--- src/rtl/alu_modred_pkg.sv ---
// Shared types and constants for the alu_modred_seq modular-reduction sequencer.
// The optional quotient register is enabled by defining ALU_MODRED_QUOTIENT_EN.
package alu_modred_pkg;

    localparam int MODRED_N = 32;

    typedef enum logic [1:0] {
        IDLE = 2'd0,
        RUN  = 2'd1,
        DONE = 2'd2
    } modred_state_t;

    // Bit counter must index dividend bits N-1..0; keep at least one bit.
    function automatic int cnt_width(input int n);
        return (n <= 2) ? 1 : $clog2(n);
    endfunction

endpackage

--- src/rtl/alu_modred_seq_if.sv ---
// Request/result bundle between the exponentiation control and alu_modred_seq.
// Defining ALU_MODRED_QUOTIENT_EN leaves this port list unchanged.
interface alu_modred_if
    import alu_modred_pkg::*;
    #(parameter int N = MODRED_N)
    ();

    // start is a single-cycle request honoured only while busy is low; a and n
    // are sampled on that cycle. done pulses once; r/q/err hold until next start.
    logic         start;
    logic [N-1:0] a;
    logic [N-1:0] n;
    logic         busy;
    logic         done;
    logic         err;
    logic [N-1:0] r;
    logic [N-1:0] q;

    modport master (output start, a, n, input busy, done, err, r, q);
    modport slave  (input start, a, n, output busy, done, err, r, q);

endinterface

--- src/rtl/alu_modred_seq_sub_cell.sv ---
// Invert-plus-carry adder/subtractor; with sub high, bit W-1 of sum is the borrow.
module alu_sub_cell #(
    parameter int W = 33
) (
    input  logic [W-1:0] x,
    input  logic [W-1:0] y,
    input  logic         sub,
    output logic [W-1:0] sum
);

    assign sum = x + (sub ? ~y : y) + {{(W-1){1'b0}}, sub};

endmodule

--- src/rtl/alu_modred_seq.sv ---
// Restoring shift-and-subtract reducer: r = a mod n (and q = a / n when
// ALU_MODRED_QUOTIENT_EN is defined), one dividend bit per clock.
module alu_modred_seq
    import alu_modred_pkg::*;
    #(parameter int N = MODRED_N)
    (
    input  logic          clk,
    input  logic          rst_n,
    alu_modred_if.slave   bus,
    output modred_state_t dbg_state
);

    localparam int CNT_W = cnt_width(N);

    modred_state_t     r_state;
    modred_state_t     w_state_nxt;
    logic [CNT_W-1:0]  r_cnt;
    logic [N:0]        r_rem;
    logic [N-1:0]      r_dividend;
    logic [N-1:0]      r_modulus;
    logic [N-1:0]      r_r;
    logic              r_err;
    logic [N:0]        w_t;
    logic [N:0]        w_diff;
    logic              w_ge;
    logic              w_accept;
    logic              w_nzero;

    assign w_accept = (r_state == IDLE) && bus.start;
    assign w_nzero  = (bus.n == '0);
    assign w_t      = {r_rem[N-1:0], r_dividend[r_cnt]};

    alu_sub_cell #(.W(N+1)) u_sub (
        .x   (w_t),
        .y   ({1'b0, r_modulus}),
        .sub (1'b1),
        .sum (w_diff)
    );

    // No borrow out of the top bit means t >= n.
    assign w_ge = ~w_diff[N];

    always_comb begin
        w_state_nxt = r_state;
        case (r_state)
            IDLE:    if (bus.start) w_state_nxt = w_nzero ? DONE : RUN;
            RUN:     if (r_cnt == '0) w_state_nxt = DONE;
            DONE:    w_state_nxt = IDLE;
            default: w_state_nxt = IDLE;
        endcase
    end

    always_ff @(posedge clk or negedge rst_n) begin
        if (!rst_n) r_state <= IDLE;
        else        r_state <= w_state_nxt;
    end

    always_ff @(posedge clk or negedge rst_n) begin
        if (!rst_n) begin
            r_cnt      <= '0;
            r_rem      <= '0;
            r_dividend <= '0;
            r_modulus  <= '0;
            r_r        <= '0;
            r_err      <= 1'b0;
        end else if (w_accept) begin
            r_dividend <= bus.a;
            r_modulus  <= bus.n;
            r_rem      <= '0;
            r_cnt      <= w_nzero ? '0 : CNT_W'(N-1);
            r_err      <= w_nzero;
            if (w_nzero) r_r <= bus.a;
        end else if (r_state == RUN) begin
            r_rem <= w_ge ? w_diff : w_t;
            if (r_cnt == '0) r_r <= w_ge ? w_diff[N-1:0] : w_t[N-1:0];
            else             r_cnt <= r_cnt - 1'b1;
        end
    end

`ifdef ALU_MODRED_QUOTIENT_EN
    logic [N-1:0] r_q;

    always_ff @(posedge clk or negedge rst_n) begin
        if (!rst_n)                 r_q <= '0;
        else if (w_accept)          r_q <= w_nzero ? '1 : '0;
        else if (r_state == RUN)    r_q[r_cnt] <= w_ge;
    end

    assign bus.q = r_q;
`else
    assign bus.q = '0;
`endif

    assign bus.busy = (r_state != IDLE);
    assign bus.done = (r_state == DONE);
    assign bus.err  = r_err;
    assign bus.r    = r_r;
    assign dbg_state = r_state;

endmodule

--- src/flat_wrapper.sv ---
// flat-port wrapper written by rule: the top's interface ports become plain ports
module alu_modred_seq_flat import alu_modred_pkg::*;
#(parameter int N = MODRED_N)
  (clk, rst_n, dbg_state, bus_start, bus_a, bus_n, bus_busy, bus_done, bus_err, bus_r, bus_q);
  alu_modred_if #(.N(N)) bus_i ();
  input  logic clk;
  input  logic rst_n;
  output modred_state_t dbg_state;
  input wire logic [$bits(bus_i.start)-1:0] bus_start;
  input wire logic [$bits(bus_i.a)-1:0] bus_a;
  input wire logic [$bits(bus_i.n)-1:0] bus_n;
  output wire logic [$bits(bus_i.busy)-1:0] bus_busy;
  output wire logic [$bits(bus_i.done)-1:0] bus_done;
  output wire logic [$bits(bus_i.err)-1:0] bus_err;
  output wire logic [$bits(bus_i.r)-1:0] bus_r;
  output wire logic [$bits(bus_i.q)-1:0] bus_q;
  assign bus_i.start = bus_start;
  assign bus_i.a = bus_a;
  assign bus_i.n = bus_n;
  assign bus_busy = bus_i.busy;
  assign bus_done = bus_i.done;
  assign bus_err = bus_i.err;
  assign bus_r = bus_i.r;
  assign bus_q = bus_i.q;
  alu_modred_seq #(.N(N)) u_core (.clk(clk), .rst_n(rst_n), .bus(bus_i), .dbg_state(dbg_state));
endmodule
--- config.mk ---
export PLATFORM = sky130hd
export DESIGN_NAME = alu_modred_seq_flat
export DESIGN_NICKNAME = d
export VERILOG_FILES = /design/src/rtl/alu_modred_pkg.sv /design/src/rtl/alu_modred_seq_if.sv /design/src/rtl/alu_modred_seq_sub_cell.sv /design/src/rtl/alu_modred_seq.sv /design/src/flat_wrapper.sv
export SDC_FILE = /design/constraint.sdc
export NUM_CORES = 1
export LEC_CHECK = 0
export CAP_MARGIN = 20
export CORE_ASPECT_RATIO = 2
export CORE_UTILIZATION = 59
export CTS_BUF_LIST = sky130_fd_sc_hd__clkbuf_16
export DETAILED_ROUTE_END_ITERATION = 6
export PLACE_DENSITY = 0.86
export SLEW_MARGIN = 10
export SYNTH_ARGS = -nofsm -noshare
export SYNTH_HDL_FRONTEND = slang
export SYNTH_SLANG_ARGS = --single-unit
--- constraint.sdc ---
create_clock -name clk -period 13.7 [get_ports clk]
set_clock_uncertainty 0.15 [all_clocks]
set_input_delay 2.055 -clock clk [delete_from_list [all_inputs] [get_ports clk]]
set_output_delay 2.055 -clock clk [all_outputs]
set_load 0.05 [all_outputs]
==> flow_summary.json <==
{
  "cts_buffers": 17,
  "area_growth_pct": 18.0,
  "synth_area_leaders": "dfrtp_1 39%, nand2_1 8.9%, o21ai_0 5.5%",
  "synth_fa_ha_area_share_pct": 5.11,
  "crit_chain": "mux2i_1 -> o311ai_0 -> o21ai_0 -> a21oi_1 -> a21oi_1 -> ha_1 -> inv_1 -> fa_1 -> a211oi_1 -> o211ai_2 -> nand2_1 -> a2111oi_4 -> o31ai_4 -> xnor2_4 -> mux2i_1 -> o21ai_1 -> mux2_2",
  "clockRootBuffer": "clkbuf_16",
  "yosysUniqueCellTypes": 72,
  "rrSetupSlack_ns": 8.04,
  "cts-htree-levels": 4,
  "place.gp.congestion": 0.932,
  "core_um2": 14400,
  "fmax_mhz": 177,
  "finalNetCount": 1187,
  "drive_gt1_share_pct": 7.19,
  "yosysSeqAreaShare_pct": 39.0,
  "post_cts.repair.setup_buffers": 0,
  "async_flop_share_pct": 100,
  "synth.area.mux_share_pct": 5.57,
  "synth-main-ff-cell": "dfrtp_1",
  "numPortBuffers": 103,
  "synthSimpleGateAreaFrac_pct": 16.9,
  "place_ws_ns": 8.25,
  "dr.pass1.iters": 7,
  "tightestPinTransition_ns": 0.953,
  "critical_path_class": "reg2reg",
  "synth_compound_area_share_pct": 22.8,
  "synth.cell_area_um2": 8720,
  "row_count": 62,
  "hold_depth": 1,
  "fin_crit_ns": 5.66,
  "cts_buffer_depth": 2,
  "ios": 136,
  "cts_resized": 0,
  "routed_wl_um": 25500,
  "die_h_um": 174,
  "status": "finished with violations",
  "wl_met2_um": 13100,
  "cp_slowest_stage_delay_ns": 0.88,
  "die_w_um": 88.0,
  "wl_met3_um": 1730,
  "fin_crit_sh_pct": 41.3,
  "final_cells": 1290,
  "ys_ff_latch": 136,
  "dpl.cell_count": 1257,
  "path_max_fanout": 26,
  "maxSlewHeadroom_pct": 36.5,
  "synthXorXnorAreaFrac_pct": 3.13,
  "clock-sinks": 136,
  "mostFrequentLayoutCells": "205 x nand2_1, 136 x dfrtp_1, 102 x clkdlybuf4s50_1",
  "cts_hold_buf": 0,
  "rr_worst_depth": 17,
  "n_antenna_cell": 0,
  "final_common_cell": "nand2_1",
  "rsz0062_at_grt": "false",
  "ant_nets": 0,
  "grt_first_pass_wirelength_um": 40700,
  "hold_viol_final": 0,
  "endpoint_kind": "register",
  "violations": "design-rule violations",
  "crit_path_top_delay_cell": "dfrtp_1",
  "grt_antenna_before_repair": 0,
  "critPathBufInv": 1,
  "crit_family": "compound AO/OA/AOI/OAI gates",
  "post_drt_wl_per_cell_um": 19.8,
  "drtIter0Drc": 674,
  "grt_util_all_layers_pct": 35.1,
  "initial_core_util_pct": 60.4,
  "final_max_slew_viol_count": 0,
  "hpwlAfterDp_um": 17900,
  "maxCapViolCount": 0,
  "synth-warning-count": 0,
  "cts_tree": "built",
  "m1WireLength_um": 8870,
  "overflow": 0,
  "dr.max_layer_used": "met4",
  "setup_viol": 0,
  "clk_pin_slew_ns": 0.07,
  "yosys.area.top_type": "dfrtp_1",
  "synth.top_cell.area_share_pct": 39.0,
  "syn_inst": 1013,
  "tns_ns": 0,
  "fin_ws_ns": 8.04,
  "cp-start-kind": "register",
  "grt_pass1_vias": 8043,
  "synth_top_family_by_area": "compound AO/OA/AOI/OAI gates",
  "vias": 8159,
  "cp.arrival_ns": 5.82,
  "synth_edf_count": 0,
  "vias_per_cell": 6.32,
  "cp.required_ns": 13.86,
  "die_area_um2": 15300,
  "cp.depth": 17,
  "grt_max_degree": 103,
  "holdCritPathClass": "reg2reg",
  "clk_latency_ns": 0.43,
  "syn_area_per_cell_um2": 8.61,
  "drcViolationCount": 3
}
[registers in the layout (all words and copies together), names as in the netlist]
signal and count:
u_core.bus.r 32, u_core.r_dividend 32, u_core.r_modulus 32, u_core.r_rem 32, u_core.r_cnt 5, u_core.dbg_state 2, u_core.bus.err 1
[cells in the mapped netlist, drive strengths merged, types with 4 or more instances]
master  instances
buf            46
a21oi          80
or3             4
and2            7
o22ai          12
inv            47
nor4            9
a211oi         14
xor2            8
o221ai         14
nand2b          9
ha             34
nor3            8
a31oi          17
a21boi          5
mux2i          29
and3            7
nor2           37
xnor2          21
nand2         208
o211ai          5
nor4b           5
a41oi           8
mux2            7
a21o           18
clkbuf         42
nand4          10
mux4            5
nor2b          10
o21ai         102
dfrtp         136
nand3          10
a221oi          6
o21bai          4
[worst reg2reg max path: cells and delay by family (launching register included)]
kind | cells | cell delay, ns
buf+inv | 1 | 0.08
fa+ha+maj | 2 | 0.45
mux | 3 | 0.88
simple gates | 1 | 0.16
compound gates | 9 | 2.21
xor+xnor | 1 | 0.74
flops | 1 | 0.88
[final timing paths]
path                                   from          endpoint
max in group asynchronous             rst_n  u_core.r_rem[27]
max reg2reg                 u_core.r_cnt[0]  u_core.bus.r[22]
min                        u_core.bus.r[18]  u_core.bus.r[18]
min in group asynchronous             rst_n  u_core.r_rem[10]
max                         u_core.r_cnt[0]  u_core.bus.r[22]
min reg2reg                u_core.bus.r[18]  u_core.bus.r[18]
[metal layers]
metal	GRT usage, %	vias to the layer above
met5	0	-
met4	23.3	0
met3	5.41	122
met2	59.9	475
met1	39.3	3873
li1	-	3689
[stage by stage]
step           hold slack (ns)  area (um^2)  utilization [%]
5_1_grt                  0.344        10300             71.3
4_1_cts                  0.329        10300             71.1
6_report                 0.325        10300             71.3
3_3_place_gp             0.304         9700             67.2
2_1_floorplan            0.290         8840                -
3_5_place_dp             0.312         9700             67.2
[logic make-up (layout without fill, tap and decap cells)]
logic type,Yosys count,after routing
and+or+nand+nor,329,329
muxes,41,41
other,1,32
AOI/OAI and AO/OA,307,307
adders and majority gates,35,35
xor gates and xnor gates,29,29
DFF,136,136
buffers and inverters,135,189
[area by class of cell]
class                      count  area (um^2)
inverter                      47          176
tap                          192          240
sequential                   136         3400
multi-input combinational    773         4800
clock inverter                15          138
clock buffer                  17          425
fill                        1107         4140
timing repair buffer         110         1100
Power is not shown: default switching activity piles up to over one toggle a cycle in this logic, so the estimate is an artifact.
==> RTL change: new RTL, config.mk and constraints unchanged <==
The package constant `MODRED_N` goes from 32 to 64.
--- a/src/rtl/alu_modred_pkg.sv
+++ b/src/rtl/alu_modred_pkg.sv
@@ -3,5 +3,5 @@
 package alu_modred_pkg;
 
-    localparam int MODRED_N = 32;
+    localparam int MODRED_N = 64;
 
     typedef enum logic [1:0] {
Ports: changed (resized bus_a, bus_n, bus_q and bus_r); port bits go from 136 to 264. The function was not compared with the original's and may differ.
==> RTL change against the original RTL <==
Final area is 82% higher. Critical path type unchanged. Area after synthesis is 85% higher. Sequential share of layout area is 2.4 points higher. Routed wire length increased by 120%. Setup slack got worse by 980 ps. The run still ends with DRC left. Sequential cell count rose by 129. Critical endpoint is now u_core.r_rem[18].
Power is not shown: default switching activity piles up to over one toggle a cycle in this logic, so the estimate is an artifact.
==> RTL change: results (changes against the original RTL) <==
* Failing checks: DRC (unchanged)
* First-pass GRT wire length at 84.5 mm (was 40.7 mm)
* Routability cong. at 0.988 (was 0.932)
* Reg2Reg Capture Point: u_core.r_rem[18] (was u_core.bus.r[22])
* Sequential-to-total area share from yosys stat at 41.2% (was 39.0%)
* Worst R2R Setup Slack at 7060 ps (was 8040 ps)
* XOR/XNOR Fraction of Synth Area at 2.82% (was 3.13%)
* Most instantiated cells after synthesis: 383 x nand2_1, 265 x dfrtp_1, 151 x o21ai_0 (was 206 x nand2_1, 136 x dfrtp_1, 96 x o21ai_0)
* Adder-Cell Fraction of Synth Area at 5.25% (was 5.11%)
* Unique cell type count in the Yosys netlist at 76 (was 72)
* Final-stage net count at 2,228 (was 1,187)
* DRC errors left at 1 (was 3)
* Post-DP HPWL at 40.7 mm (was 17.9 mm)
* PortBufs at 199 (was 103)
* Met1 global-route usage at 40.6% (was 39.3%)
* Top cells by area, synth: dfrtp_1 41%, nand2_1 8.9%, ha_1 5.1%, o21ai_0 4.7%, a21oi_1 3.4% (was dfrtp_1 39%, nand2_1 8.9%, o21ai_0 5.5%, ha_1 4.9%, a21oi_1 4.5%)
* Layout cells sized above 1 at 3.91% (was 7.19%)
* Post-synthesis mux area share at 3.92% (was 5.57%)
* Clk_lat worst skew at 580 ps (was 430 ps)
* CP endpoint: u_core.r_rem[18] (was u_core.bus.r[22])
* GRT met3 Usage at 5.81% (was 5.41%)
* WL final at 55.4 mm (was 25.5 mm)
* DR iter-0 viols at 1,158 (was 674)
* Outcome: finished with violations (unchanged)
* Number of global-route vias before repair at 14,900 (was 8,043)
* Crit Path Max Fanout at 82 (was 26)
* Met2 WL at 28.6 mm (was 13.1 mm)
* Met2 Usage GRT at 71.0% (was 59.9%)
* Least-Margin Pin Slew at 1110 ps (was 953 ps)
* Num CTS Buffers at 25 (was 17)
RTL change: cell families (layout without fill, tap and decap cells):
| kind of cell | count (synthesis) | after routing |
|---|---|---|
| xor gates and xnor gates | 51 | 51 |
| and+or+nand+nor | 654 | 654 |
| other | 1 | 64 |
| buffers and inverters | 262 | 340 |
| muxes | 52 | 52 |
| DFF | 265 | 265 |
| AOI/OAI and AO/OA | 555 | 555 |
| adders and majority gates | 67 | 67 |
RTL change: tightest hold or removal path: stages, from the launching register on:
cell and delay, ps:
dfrtp_1 340, nand2_1 50, nand2_1 50
RTL change: worst min path at each step:
stage | start | endpoint | slack [ps] | cells after the start
2_1_floorplan | u_core.r_dividend[14] | u_core.r_dividend[14] | 290 | 2
3_3_place_gp | u_core.r_dividend[52] | u_core.r_dividend[52] | 310 | 2
3_5_place_dp | u_core.r_dividend[57] | u_core.r_dividend[57] | 310 | 2
4_1_cts | u_core.r_dividend[57] | u_core.r_dividend[57] | 330 | 2
5_1_grt | u_core.r_dividend[57] | u_core.r_dividend[57] | 350 | 2
6_report | u_core.r_dividend[45] | u_core.r_dividend[45] | 330 | 2
RTL change: cell type report:
type                       instances  area [sq um]
multi-input combinational       1443          8450
fill                            2192          8230
sequential                       265          6630
timing repair buffer             211          2090
clock buffer                      25           626
tap                              348           435
inverter                          84           315
clock inverter                    20           130
RTL change: stage by stage:
stage	util (%)	hold WS (ps)	std cells	worst slack (ps)	instance area (sq um)
2_1_floorplan	-	290	1970	8870	16300
3_5_place_dp	66.6	314	2350	6620	17900
3_3_place_gp	66.6	305	2350	6590	17900
5_1_grt	69.4	350	2396	6570	18700
4_1_cts	69.4	332	2395	7150	18700
6_report	69.4	332	2396	7060	18700
